--- src/rtl/jellyvl_etherneco_synctimer_pkg.sv ---
// ============================================================================
//  jellyvl_etherneco_synctimer_pkg
//  Shared constants for the EtherNeco sync-timer master and slave cores.
//  Revision: 1.0
// ============================================================================
`default_nettype none

package jellyvl_etherneco_synctimer_pkg;

    localparam logic [31:0] MASTER_CORE_ID = 32'hffff1121;
    localparam logic [31:0] SLAVE_CORE_ID  = 32'hffff1122;

    localparam logic [7:0]  SYNC_CMD_TYPE  = 8'h10;

    // The synchronised time sits at the head of the payload, LSB first
    localparam int unsigned SYNC_TIME_OFFSET = 0;
    localparam int unsigned SYNC_TIME_BYTES  = 8;

    localparam int unsigned ADR_CORE_ID      = 32'h00;
    localparam int unsigned ADR_ENABLE       = 32'h10;
    localparam int unsigned ADR_PERIOD       = 32'h11;
    localparam int unsigned ADR_TIMEOUT      = 32'h12;
    localparam int unsigned ADR_TIME_SET_LO  = 32'h20;
    localparam int unsigned ADR_TIME_SET_HI  = 32'h21;
    localparam int unsigned ADR_TIME_SET     = 32'h22;
    localparam int unsigned ADR_CUR_TIME_LO  = 32'h30;
    localparam int unsigned ADR_CUR_TIME_HI  = 32'h31;
    localparam int unsigned ADR_RTT          = 32'h40;
    localparam int unsigned ADR_STAT_OK      = 32'h41;
    localparam int unsigned ADR_STAT_ERR     = 32'h42;
    localparam int unsigned ADR_STAT_TIMEOUT = 32'h43;
    localparam int unsigned ADR_STAT_OVERRUN = 32'h44;

    localparam int unsigned ADR_SLV_CORE_ID     = 32'h00;
    localparam int unsigned ADR_SLV_CONTROL     = 32'h10;
    localparam int unsigned ADR_SLV_CUR_TIME_LO = 32'h30;
    localparam int unsigned ADR_SLV_CUR_TIME_HI = 32'h31;

    typedef enum logic [1:0] {
        ST_IDLE = 2'd0,
        ST_SEND = 2'd1,
        ST_WAIT = 2'd2
    } master_state_t;

endpackage

`default_nettype wire

--- src/rtl/jellyvl_etherneco_synctimer_timer.sv ---
// ============================================================================
//  jellyvl_etherneco_synctimer_timer
//  Free-running time base advancing NUMERATOR/DENOMINATOR units per clock.
//  Revision: 1.0
// ============================================================================
`default_nettype none

module jellyvl_etherneco_synctimer_timer #(
    parameter int unsigned TIMER_WIDTH = 64,
    parameter int unsigned NUMERATOR   = 10,
    parameter int unsigned DENOMINATOR = 3
) (
    input  logic                   rst,
    input  logic                   clk,
    input  logic                   i_set_valid,
    input  logic [TIMER_WIDTH-1:0] i_set_time,
    output logic [TIMER_WIDTH-1:0] o_current_time
);

    localparam int unsigned INT_STEP   = NUMERATOR / DENOMINATOR;
    localparam int unsigned FRAC_STEP  = NUMERATOR % DENOMINATOR;
    localparam int          FRAC_WIDTH = $clog2(2 * DENOMINATOR + 1);

    logic [FRAC_WIDTH-1:0]  r_frac;
    logic [FRAC_WIDTH-1:0]  w_frac_sum;
    logic                   w_carry;
    logic [TIMER_WIDTH-1:0] r_time;

    assign w_frac_sum = r_frac + FRAC_WIDTH'(FRAC_STEP);
    assign w_carry    = (w_frac_sum >= FRAC_WIDTH'(DENOMINATOR));

    always_ff @(posedge clk or posedge rst) begin
        if (rst) begin
            r_time <= '0;
            r_frac <= '0;
        end else if (i_set_valid) begin
            r_time <= i_set_time;
            r_frac <= '0;
        end else begin
            r_frac <= w_carry ? (w_frac_sum - FRAC_WIDTH'(DENOMINATOR)) : w_frac_sum;
            r_time <= r_time + TIMER_WIDTH'(INT_STEP) + TIMER_WIDTH'(w_carry);
        end
    end

    assign o_current_time = r_time;

endmodule

`default_nettype wire

--- src/rtl/jellyvl_etherneco_synctimer_master.sv ---
// ============================================================================
//  jellyvl_etherneco_synctimer_master
//  Ring master: broadcasts the reference time, measures response round trip.
//  Revision: 1.0
// ============================================================================
`default_nettype none

module jellyvl_etherneco_synctimer_master
    import jellyvl_etherneco_synctimer_pkg::*;
#(
    parameter int unsigned TIMER_WIDTH  = 64,
    parameter int unsigned NUMERATOR    = 10,
    parameter int unsigned DENOMINATOR  = 3,
    parameter int unsigned CYCLE_WIDTH  = 32,
    parameter int unsigned STAT_WIDTH   = 32,
    parameter logic [7:0]  CMD_TYPE     = SYNC_CMD_TYPE,
    parameter logic [7:0]  CMD_NODE     = 8'h01,
    parameter int unsigned CMD_LENGTH   = 16,
    parameter bit          INIT_ENABLE  = 1'b0,
    parameter int unsigned INIT_PERIOD  = 100000,
    parameter int unsigned INIT_TIMEOUT = 50000,
    parameter int unsigned WB_ADR_WIDTH = 16,
    parameter int unsigned WB_DAT_WIDTH = 32,
    parameter int unsigned WB_SEL_WIDTH = WB_DAT_WIDTH / 8
) (
    input  logic                    rst,
    input  logic                    clk,

    input  logic [WB_ADR_WIDTH-1:0] s_wb_adr_i,
    output logic [WB_DAT_WIDTH-1:0] s_wb_dat_o,
    input  logic [WB_DAT_WIDTH-1:0] s_wb_dat_i,
    input  logic [WB_SEL_WIDTH-1:0] s_wb_sel_i,
    input  logic                    s_wb_we_i,
    input  logic                    s_wb_stb_i,
    output logic                    s_wb_ack_o,

    output logic [TIMER_WIDTH-1:0]  current_time,

    output logic                    cmd_tx_start,
    output logic [15:0]             cmd_tx_length,
    output logic [7:0]              cmd_tx_type,
    output logic [7:0]              cmd_tx_node,
    output logic                    m_cmd_first,
    output logic                    m_cmd_last,
    output logic [15:0]             m_cmd_pos,
    output logic [7:0]              m_cmd_data,
    output logic                    m_cmd_valid,
    input  logic                    m_cmd_ready,

    input  logic                    res_rx_start,
    input  logic                    res_rx_end,
    input  logic                    res_rx_error,
    input  logic [15:0]             res_rx_length,
    input  logic [7:0]              res_rx_type,
    input  logic [7:0]              res_rx_node,
    input  logic                    s_res_first,
    input  logic                    s_res_last,
    input  logic [15:0]             s_res_pos,
    input  logic [7:0]              s_res_data,
    input  logic                    s_res_valid
);

    localparam logic [CYCLE_WIDTH-1:0] CYCLE_ONE = CYCLE_WIDTH'(1);
    localparam logic [CYCLE_WIDTH-1:0] CYCLE_MAX = '1;
    localparam logic [STAT_WIDTH-1:0]  STAT_MAX  = '1;
    localparam logic [15:0]            LAST_POS  = 16'(CMD_LENGTH - 1);

    function automatic logic [WB_DAT_WIDTH-1:0] f_wmask(
        input logic [WB_DAT_WIDTH-1:0] cur,
        input logic [WB_DAT_WIDTH-1:0] dat,
        input logic [WB_SEL_WIDTH-1:0] sel
    );
        logic [WB_DAT_WIDTH-1:0] res;
        res = cur;
        for (int i = 0; i < int'(WB_SEL_WIDTH); i++) begin
            if (sel[i]) begin
                res[i*8 +: 8] = dat[i*8 +: 8];
            end
        end
        return res;
    endfunction

    function automatic logic [STAT_WIDTH-1:0] f_stat_inc(input logic [STAT_WIDTH-1:0] v);
        return (v == STAT_MAX) ? v : v + STAT_WIDTH'(1);
    endfunction

    logic                     r_enable;
    logic [CYCLE_WIDTH-1:0]   r_period;
    logic [CYCLE_WIDTH-1:0]   r_timeout;
    logic [WB_DAT_WIDTH-1:0]  r_set_lo;
    logic [WB_DAT_WIDTH-1:0]  r_set_hi;
    logic [WB_DAT_WIDTH-1:0]  r_time_hi_latch;
    logic [CYCLE_WIDTH-1:0]   r_period_cnt;
    logic [CYCLE_WIDTH-1:0]   r_rtt_cnt;
    logic [CYCLE_WIDTH-1:0]   r_rtt;
    logic [STAT_WIDTH-1:0]    r_stat_ok;
    logic [STAT_WIDTH-1:0]    r_stat_err;
    logic [STAT_WIDTH-1:0]    r_stat_timeout;
    logic [STAT_WIDTH-1:0]    r_stat_overrun;
    logic [TIMER_WIDTH-1:0]   r_snap;
    logic [15:0]              r_pos;
    logic [15:0]              r_tx_length;
    logic [7:0]               r_tx_type;
    logic [7:0]               r_tx_node;
    master_state_t            r_state;
    master_state_t            w_state_next;

    logic [31:0]               w_adr;
    logic                      w_wr;
    logic                      w_rd;
    logic [WB_DAT_WIDTH-1:0]   w_rdata;
    logic [WB_DAT_WIDTH-1:0]   w_enable_wdat;
    logic [WB_DAT_WIDTH-1:0]   w_period_wdat;
    logic [WB_DAT_WIDTH-1:0]   w_timeout_wdat;
    logic [2*WB_DAT_WIDTH-1:0] w_set_full;
    logic [2*WB_DAT_WIDTH-1:0] w_time_ext;
    logic                      w_time_set;
    logic [CYCLE_WIDTH-1:0]    w_period_last;
    logic                      w_trigger;
    logic [CYCLE_WIDTH-1:0]    w_rtt_next;
    logic                      w_start;
    logic                      w_ok;
    logic                      w_err;
    logic                      w_tout;
    logic                      w_overrun;
    logic [63:0]               w_snap_ext;
    logic [15:0]               w_time_idx;
    logic                      w_in_time;

    assign w_adr          = 32'(s_wb_adr_i);
    assign w_wr           = s_wb_stb_i & s_wb_we_i;
    assign w_rd           = s_wb_stb_i & ~s_wb_we_i;
    assign w_enable_wdat  = f_wmask(WB_DAT_WIDTH'(r_enable), s_wb_dat_i, s_wb_sel_i);
    assign w_period_wdat  = f_wmask(WB_DAT_WIDTH'(r_period), s_wb_dat_i, s_wb_sel_i);
    assign w_timeout_wdat = f_wmask(WB_DAT_WIDTH'(r_timeout), s_wb_dat_i, s_wb_sel_i);
    assign w_set_full     = {r_set_hi, r_set_lo};
    assign w_time_ext     = (2*WB_DAT_WIDTH)'(current_time);
    assign w_time_set     = w_wr && (w_adr == ADR_TIME_SET);

    jellyvl_etherneco_synctimer_timer #(
        .TIMER_WIDTH (TIMER_WIDTH),
        .NUMERATOR   (NUMERATOR),
        .DENOMINATOR (DENOMINATOR)
    ) u_timer (
        .rst            (rst),
        .clk            (clk),
        .i_set_valid    (w_time_set),
        .i_set_time     (TIMER_WIDTH'(w_set_full)),
        .o_current_time (current_time)
    );

    always_ff @(posedge clk or posedge rst) begin
        if (rst) begin
            r_enable        <= INIT_ENABLE;
            r_period        <= CYCLE_WIDTH'(INIT_PERIOD);
            r_timeout       <= CYCLE_WIDTH'(INIT_TIMEOUT);
            r_set_lo        <= '0;
            r_set_hi        <= '0;
            r_time_hi_latch <= '0;
            r_tx_length     <= '0;
            r_tx_type       <= '0;
            r_tx_node       <= '0;
        end else begin
            r_tx_length <= 16'(CMD_LENGTH);
            r_tx_type   <= CMD_TYPE;
            r_tx_node   <= CMD_NODE;
            if (w_wr && w_adr == ADR_ENABLE)      r_enable  <= w_enable_wdat[0];
            if (w_wr && w_adr == ADR_PERIOD)      r_period  <= CYCLE_WIDTH'(w_period_wdat);
            if (w_wr && w_adr == ADR_TIMEOUT)     r_timeout <= CYCLE_WIDTH'(w_timeout_wdat);
            if (w_wr && w_adr == ADR_TIME_SET_LO) r_set_lo  <= f_wmask(r_set_lo, s_wb_dat_i, s_wb_sel_i);
            if (w_wr && w_adr == ADR_TIME_SET_HI) r_set_hi  <= f_wmask(r_set_hi, s_wb_dat_i, s_wb_sel_i);
            // Freeze the upper word so a LO-then-HI read pair is coherent
            if (w_rd && w_adr == ADR_CUR_TIME_LO) begin
                r_time_hi_latch <= w_time_ext[2*WB_DAT_WIDTH-1:WB_DAT_WIDTH];
            end
        end
    end

    // A zero period behaves as one: trigger every cycle
    assign w_period_last = (r_period == '0) ? '0 : (r_period - CYCLE_ONE);
    assign w_trigger     = r_enable && (r_period_cnt >= w_period_last);

    always_ff @(posedge clk or posedge rst) begin
        if (rst) begin
            r_period_cnt <= '0;
        end else if (!r_enable || w_trigger) begin
            r_period_cnt <= '0;
        end else begin
            r_period_cnt <= r_period_cnt + CYCLE_ONE;
        end
    end

    assign w_rtt_next = (r_rtt_cnt == CYCLE_MAX) ? r_rtt_cnt : (r_rtt_cnt + CYCLE_ONE);
    assign w_overrun  = w_trigger && (r_state != ST_IDLE);

    always_comb begin
        w_state_next = r_state;
        w_start      = 1'b0;
        w_ok         = 1'b0;
        w_err        = 1'b0;
        w_tout       = 1'b0;
        case (r_state)
            ST_IDLE: begin
                if (w_trigger) begin
                    w_start      = 1'b1;
                    w_state_next = ST_SEND;
                end
            end
            ST_SEND: begin
                if (m_cmd_ready && r_pos == LAST_POS) begin
                    w_state_next = ST_WAIT;
                end
            end
            ST_WAIT: begin
                if (res_rx_end) begin
                    if (res_rx_type == CMD_TYPE && !res_rx_error) begin
                        w_ok = 1'b1;
                    end else begin
                        w_err = 1'b1;
                    end
                    w_state_next = ST_IDLE;
                end else if (w_rtt_next >= r_timeout) begin
                    w_tout       = 1'b1;
                    w_state_next = ST_IDLE;
                end
            end
            default: w_state_next = ST_IDLE;
        endcase
    end

    always_ff @(posedge clk or posedge rst) begin
        if (rst) begin
            r_state <= ST_IDLE;
        end else begin
            r_state <= w_state_next;
        end
    end

    // RTT counts the start cycle as 1, so a response N cycles later reads N
    always_ff @(posedge clk or posedge rst) begin
        if (rst) begin
            r_snap    <= '0;
            r_pos     <= '0;
            r_rtt_cnt <= '0;
            r_rtt     <= '0;
        end else begin
            if (w_start) begin
                r_snap    <= current_time;
                r_pos     <= '0;
                r_rtt_cnt <= '0;
            end else begin
                if (r_state != ST_IDLE) begin
                    r_rtt_cnt <= w_rtt_next;
                end
                if (r_state == ST_SEND && m_cmd_ready) begin
                    r_pos <= r_pos + 16'd1;
                end
            end
            if (w_ok) begin
                r_rtt <= w_rtt_next;
            end
        end
    end

    always_ff @(posedge clk or posedge rst) begin
        if (rst) begin
            r_stat_ok      <= '0;
            r_stat_err     <= '0;
            r_stat_timeout <= '0;
            r_stat_overrun <= '0;
        end else begin
            if (w_wr && w_adr == ADR_STAT_OK)           r_stat_ok      <= '0;
            else if (w_ok)                              r_stat_ok      <= f_stat_inc(r_stat_ok);
            if (w_wr && w_adr == ADR_STAT_ERR)          r_stat_err     <= '0;
            else if (w_err)                             r_stat_err     <= f_stat_inc(r_stat_err);
            if (w_wr && w_adr == ADR_STAT_TIMEOUT)      r_stat_timeout <= '0;
            else if (w_tout)                            r_stat_timeout <= f_stat_inc(r_stat_timeout);
            if (w_wr && w_adr == ADR_STAT_OVERRUN)      r_stat_overrun <= '0;
            else if (w_overrun)                         r_stat_overrun <= f_stat_inc(r_stat_overrun);
        end
    end

    assign w_snap_ext = 64'(r_snap);
    assign w_time_idx = r_pos - 16'(SYNC_TIME_OFFSET);
    assign w_in_time  = (w_time_idx < 16'(SYNC_TIME_BYTES));

    assign cmd_tx_start  = w_start;
    assign cmd_tx_length = r_tx_length;
    assign cmd_tx_type   = r_tx_type;
    assign cmd_tx_node   = r_tx_node;
    assign m_cmd_valid   = (r_state == ST_SEND);
    assign m_cmd_pos     = m_cmd_valid ? r_pos : 16'd0;
    assign m_cmd_first   = m_cmd_valid && (r_pos == 16'd0);
    assign m_cmd_last    = m_cmd_valid && (r_pos == LAST_POS);
    assign m_cmd_data    = (m_cmd_valid && w_in_time) ? w_snap_ext[{w_time_idx[2:0], 3'b000} +: 8] : 8'h00;

    always_comb begin
        w_rdata = '0;
        case (w_adr)
            ADR_CORE_ID:      w_rdata = WB_DAT_WIDTH'(MASTER_CORE_ID);
            ADR_ENABLE:       w_rdata = WB_DAT_WIDTH'(r_enable);
            ADR_PERIOD:       w_rdata = WB_DAT_WIDTH'(r_period);
            ADR_TIMEOUT:      w_rdata = WB_DAT_WIDTH'(r_timeout);
            ADR_TIME_SET_LO:  w_rdata = r_set_lo;
            ADR_TIME_SET_HI:  w_rdata = r_set_hi;
            ADR_CUR_TIME_LO:  w_rdata = w_time_ext[WB_DAT_WIDTH-1:0];
            ADR_CUR_TIME_HI:  w_rdata = r_time_hi_latch;
            ADR_RTT:          w_rdata = WB_DAT_WIDTH'(r_rtt);
            ADR_STAT_OK:      w_rdata = WB_DAT_WIDTH'(r_stat_ok);
            ADR_STAT_ERR:     w_rdata = WB_DAT_WIDTH'(r_stat_err);
            ADR_STAT_TIMEOUT: w_rdata = WB_DAT_WIDTH'(r_stat_timeout);
            ADR_STAT_OVERRUN: w_rdata = WB_DAT_WIDTH'(r_stat_overrun);
            default:          w_rdata = '0;
        endcase
    end

    assign s_wb_dat_o = s_wb_stb_i ? w_rdata : '0;
    assign s_wb_ack_o = s_wb_stb_i;

    logic w_unused;
    assign w_unused = &{1'b0, res_rx_start, res_rx_length, res_rx_node, s_res_first,
                        s_res_last, s_res_pos, s_res_data, s_res_valid,
                        w_enable_wdat[WB_DAT_WIDTH-1:1]};

endmodule

`default_nettype wire

--- config.mk ---
export PLATFORM = sky130hd
export DESIGN_NAME = jellyvl_etherneco_synctimer_master
export DESIGN_NICKNAME = d
export VERILOG_FILES = /design/src/rtl/jellyvl_etherneco_synctimer_pkg.sv /design/src/rtl/jellyvl_etherneco_synctimer_timer.sv /design/src/rtl/jellyvl_etherneco_synctimer_master.sv
export SDC_FILE = /design/constraint.sdc
export NUM_CORES = 2
export LEC_CHECK = 0
export ABC_CLOCK_PERIOD_IN_PS = 25600
export BUFFER_PORTS_ARGS = -buffer_cell sky130_fd_sc_hd__buf_2
export CAP_MARGIN = 20
export CORE_ASPECT_RATIO = 1.75
export CORE_UTILIZATION = 45
export CTS_BUF_LIST = sky130_fd_sc_hd__clkbuf_8
export DETAILED_ROUTE_END_ITERATION = 10
export MAX_ROUTING_LAYER = met4
export SKIP_LAST_GASP = 1
export SLEW_MARGIN = 20
export SYNTH_ARGS = -nofsm -noshare
export SYNTH_HDL_FRONTEND = slang
export SYNTH_HIERARCHICAL = 1
export SYNTH_SLANG_ARGS = --single-unit
--- constraint.sdc ---
create_clock -name clk -period 25.6 [get_ports clk]
set_input_delay 0 -clock clk [delete_from_list [all_inputs] [get_ports clk]]
set_output_delay 0 -clock clk [all_outputs]
set_load 0.005 [all_outputs]
==> flow_summary_export.csv <==
group,metric,value,unit
finish,fill_cells,6160,
floorplan,initial_core_util,0.454,
grt,antenna_found_initial,5,
grt,grt_pass1_wl,174,mm
cts,path_clk_slew,0.07,ns
synth,yosysSeqAreaShare,0.445,
setup_path,endpoint_kind,"output pin",
placement,gp_congestion,0.984,
synth,async_flop_share,1.00,
cts,cts_tree,"yes",
synth,avgSynthCellArea,9.86,um^2
grt,grt_max_degree,99,
timing,fin_crit,7.45,ns
finish,regArea,0.0134,mm^2
min_path,hold_depth,7,
setup_path,worstSetupPathType,"flop to output pin",
timing,rsz0062_at_grt,"no",
timing,tightestPinTransition,1.25,ns
floorplan,die_h,344,um
run_status,status,"finished, final reports clean",
cts,numCtsBuffers,86,
timing,setup_viol,0,
finish,area_growth,14.8,%
setup_path,start_kind,"flop",
placement,hpwl,90.6,mm
finish,drive_above_1_share,0.203,
grt,grt_usage,0.364,
synth,synth_area,0.0301,mm^2
cts,cts_root_buffer,"clkbuf_8",
floorplan,die_w,197,um
synth,yosysUniqueCellTypes,85,
synth,synth_edf_count,0,
timing,slew_headroom,0.163,
grt,grt-ovfl-total,0,
timing,finalMaxSlewViolations,0,
finish,multiInputGateArea,0.0157,mm^2
floorplan,core_area,0.0663,mm^2
power_and_ir_drop,ir_worst_vdd,49.0,uV
setup_path,r2r_slack,18.54,ns
route,dr.pass1.iters,9,
floorplan,boundaryPins,276,
cts,postCtsSetupBuffers,0,
power_and_ir_drop,cellPowerDensity,64.5,mW/mm^2
setup_path,reg2reg_depth,16,
cts,cts.sinks,535,
job,cap_violations,0,
setup_path,critPathMaxFanout,63,
timing,clock.fmax,134,MHz
power_and_ir_drop,finalPower,2.23,mW
timing,tns,0,ns
cts,post_cts_resized,0,
placement,place.port_buffers,194,
synth,synth_seq_cells,535,
synth,synth-warning-count,6,
finish,fin_nets,3492,
synth,synth_cells,3052,
setup_path,crit_required,25.60,ns
grt,grt_pass1_vias,26464,
route,vias,27002,
route,routed_via_density,6.33,
placement,dp.cells,4038,
floorplan,rows,125,
cts,cts_max_level,3,
cts,clk_latency,0.73,ns
route,first_iter_violations,2260,
route,drtAntennaViolNets,0,
floorplan,die_area,0.0679,mm^2
setup_path,arrival,7.45,ns
route,drt-wirelength-per-cell,28.1,um
min_path,min_path_type,"primary input to flop",
synth,synth-main-ff-cell,"dfrtp_1",
power_and_ir_drop,p_leak,15.5,nW
cts,cts_buffer_depth,3,
timing,post-route-period-util,0.291,
route,drc,0,
route,wirelength,120,mm
finish,post_layout_nonfiller_instances,4264,
timing,skew,0.0451,ns
timing,hold_viol,0,
-- worst paths after layout --
path,from,end
worst max-delay path,r_period[3]$_DFFE_PP0P_,cmd_tx_start
worst min-delay path,res_rx_type[0],r_rtt[26]$_DFFE_PP0P_
worst max register to register,r_period[3]$_DFFE_PP0P_,r_snap[24]$_DFFE_PP0P_
worst min register to register,r_rtt[12]$_DFFE_PP0P_,r_rtt[12]$_DFFE_PP0P_
max in group asynchronous,rst,r_period_cnt[16]$_DFF_PP0_
min in group asynchronous,rst,u_timer/o_current_time[10]$_DFF_PP0_
-- power breakdown --
group	switching (mW)	total [mW]	internal, mW
clock	0.381	0.863	0.483
sequential	0.0737	0.962	0.888
combinational	0.260	0.404	0.144
-- synth_stat cells, drive strengths merged (10+ instances only) --
cell / n / share of area
mux2i: 14 / 0.0047
dfstp: 12 / 0.010
xor2: 119 / 0.035
or3: 60 / 0.012
clkbuf: 114 / 0.014
nand3b: 10 / 0.0025
ha: 79 / 0.033
nand3: 116 / 0.019
mux4: 16 / 0.012
o21ai: 173 / 0.029
or2: 11 / 0.0023
nor4: 43 / 0.011
and3: 50 / 0.010
and2: 39 / 0.0082
a31oi: 65 / 0.014
a221oi: 64 / 0.019
o31ai: 30 / 0.0075
xnor2: 86 / 0.025
nand4: 99 / 0.022
and4: 31 / 0.0090
dfrtp: 523 / 0.43
inv: 85 / 0.011
nor2: 240 / 0.030
nand2: 296 / 0.038
a22oi: 14 / 0.0035
a21oi: 112 / 0.019
a22o: 64 / 0.019
nor3: 47 / 0.0084
or4: 36 / 0.0092
buf: 67 / 0.015
mux2: 210 / 0.079
a221o: 15 / 0.0050
-- cells by family after synthesis --
logic type,after synthesis,share of synthesized area
other cells,2,0.000250
compound gates,608,0.134
flops,535,0.445
mux,240,0.0954
fa+ha+maj,79,0.0329
buf+inv,266,0.0394
xor+xnor,205,0.0599
simple gates,1117,0.193
-- routing by layer --
layer,up-vias,global-route usage,routed length [um]
li1,11657,-,-
met1,13535,0.390,41700
met2,1390,0.599,58800
met3,420,0.0634,9350
met4,0,0.274,9910
met5,-,-,0
-- repair_timing --
item / 4_1_cts / 5_1_grt
endpoints found under the setup margin: 0 / 0
endpoints found under the hold margin: 316 / 0
hold buffers: 56 / 0
-- cell usage in the layout (no fill, tap or decap), types with 108 or more instances in the layout --
cell type  instances
mux2_2           201
xor2_1           119
buf_2            194
o21ai_0          170
nand2_1          291
a21oi_1          112
clkbuf_8         108
nand3_1          116
dfrtp_1          523
nor2_1           228
-- through the flow --
step / cell area (um^2) / setup WS, ns / util / hold slack [ns]
after floorplan: 30200 / 12.57 / - / 0.0808
after global placement: 31900 / 18.67 / 0.481 / 0.183
after detailed placement: 31900 / 18.59 / 0.482 / 0.192
after CTS: 34500 / 18.13 / 0.520 / 0.00839
after global routing: 34500 / 17.84 / 0.521 / 0.0768
final: 34500 / 18.15 / 0.521 / 0.0584
-- area by class of cell --
type	instances	share of cell area
clock inverter	52	0.0143
antenna	9	0.000652
tap	889	0.0322
timing repair buffer	307	0.0575
clock buffer	108	0.0430
sequential	535	0.388
inverter	85	0.00945
multi-input combinational	2279	0.455
-- worst max-delay path, cell delays in order, from the launching register on --
cell,delay (ns)
dfrtp_1,0.51
or4_1,0.65
nor4_1,0.55
nand2_1,0.23
nor2_1,0.51
nand3_1,0.18
xnor2_1,0.18
nand2_1,0.08
ha_1,0.34
nand4_1,0.22
or4_1,0.65
a311oi_2,0.67
nor2_2,0.12
buf_4,0.33
nor2_4,0.50
buf_4,0.70
buf_2,0.24
Note: power is estimated with default switching activity, not from simulation.
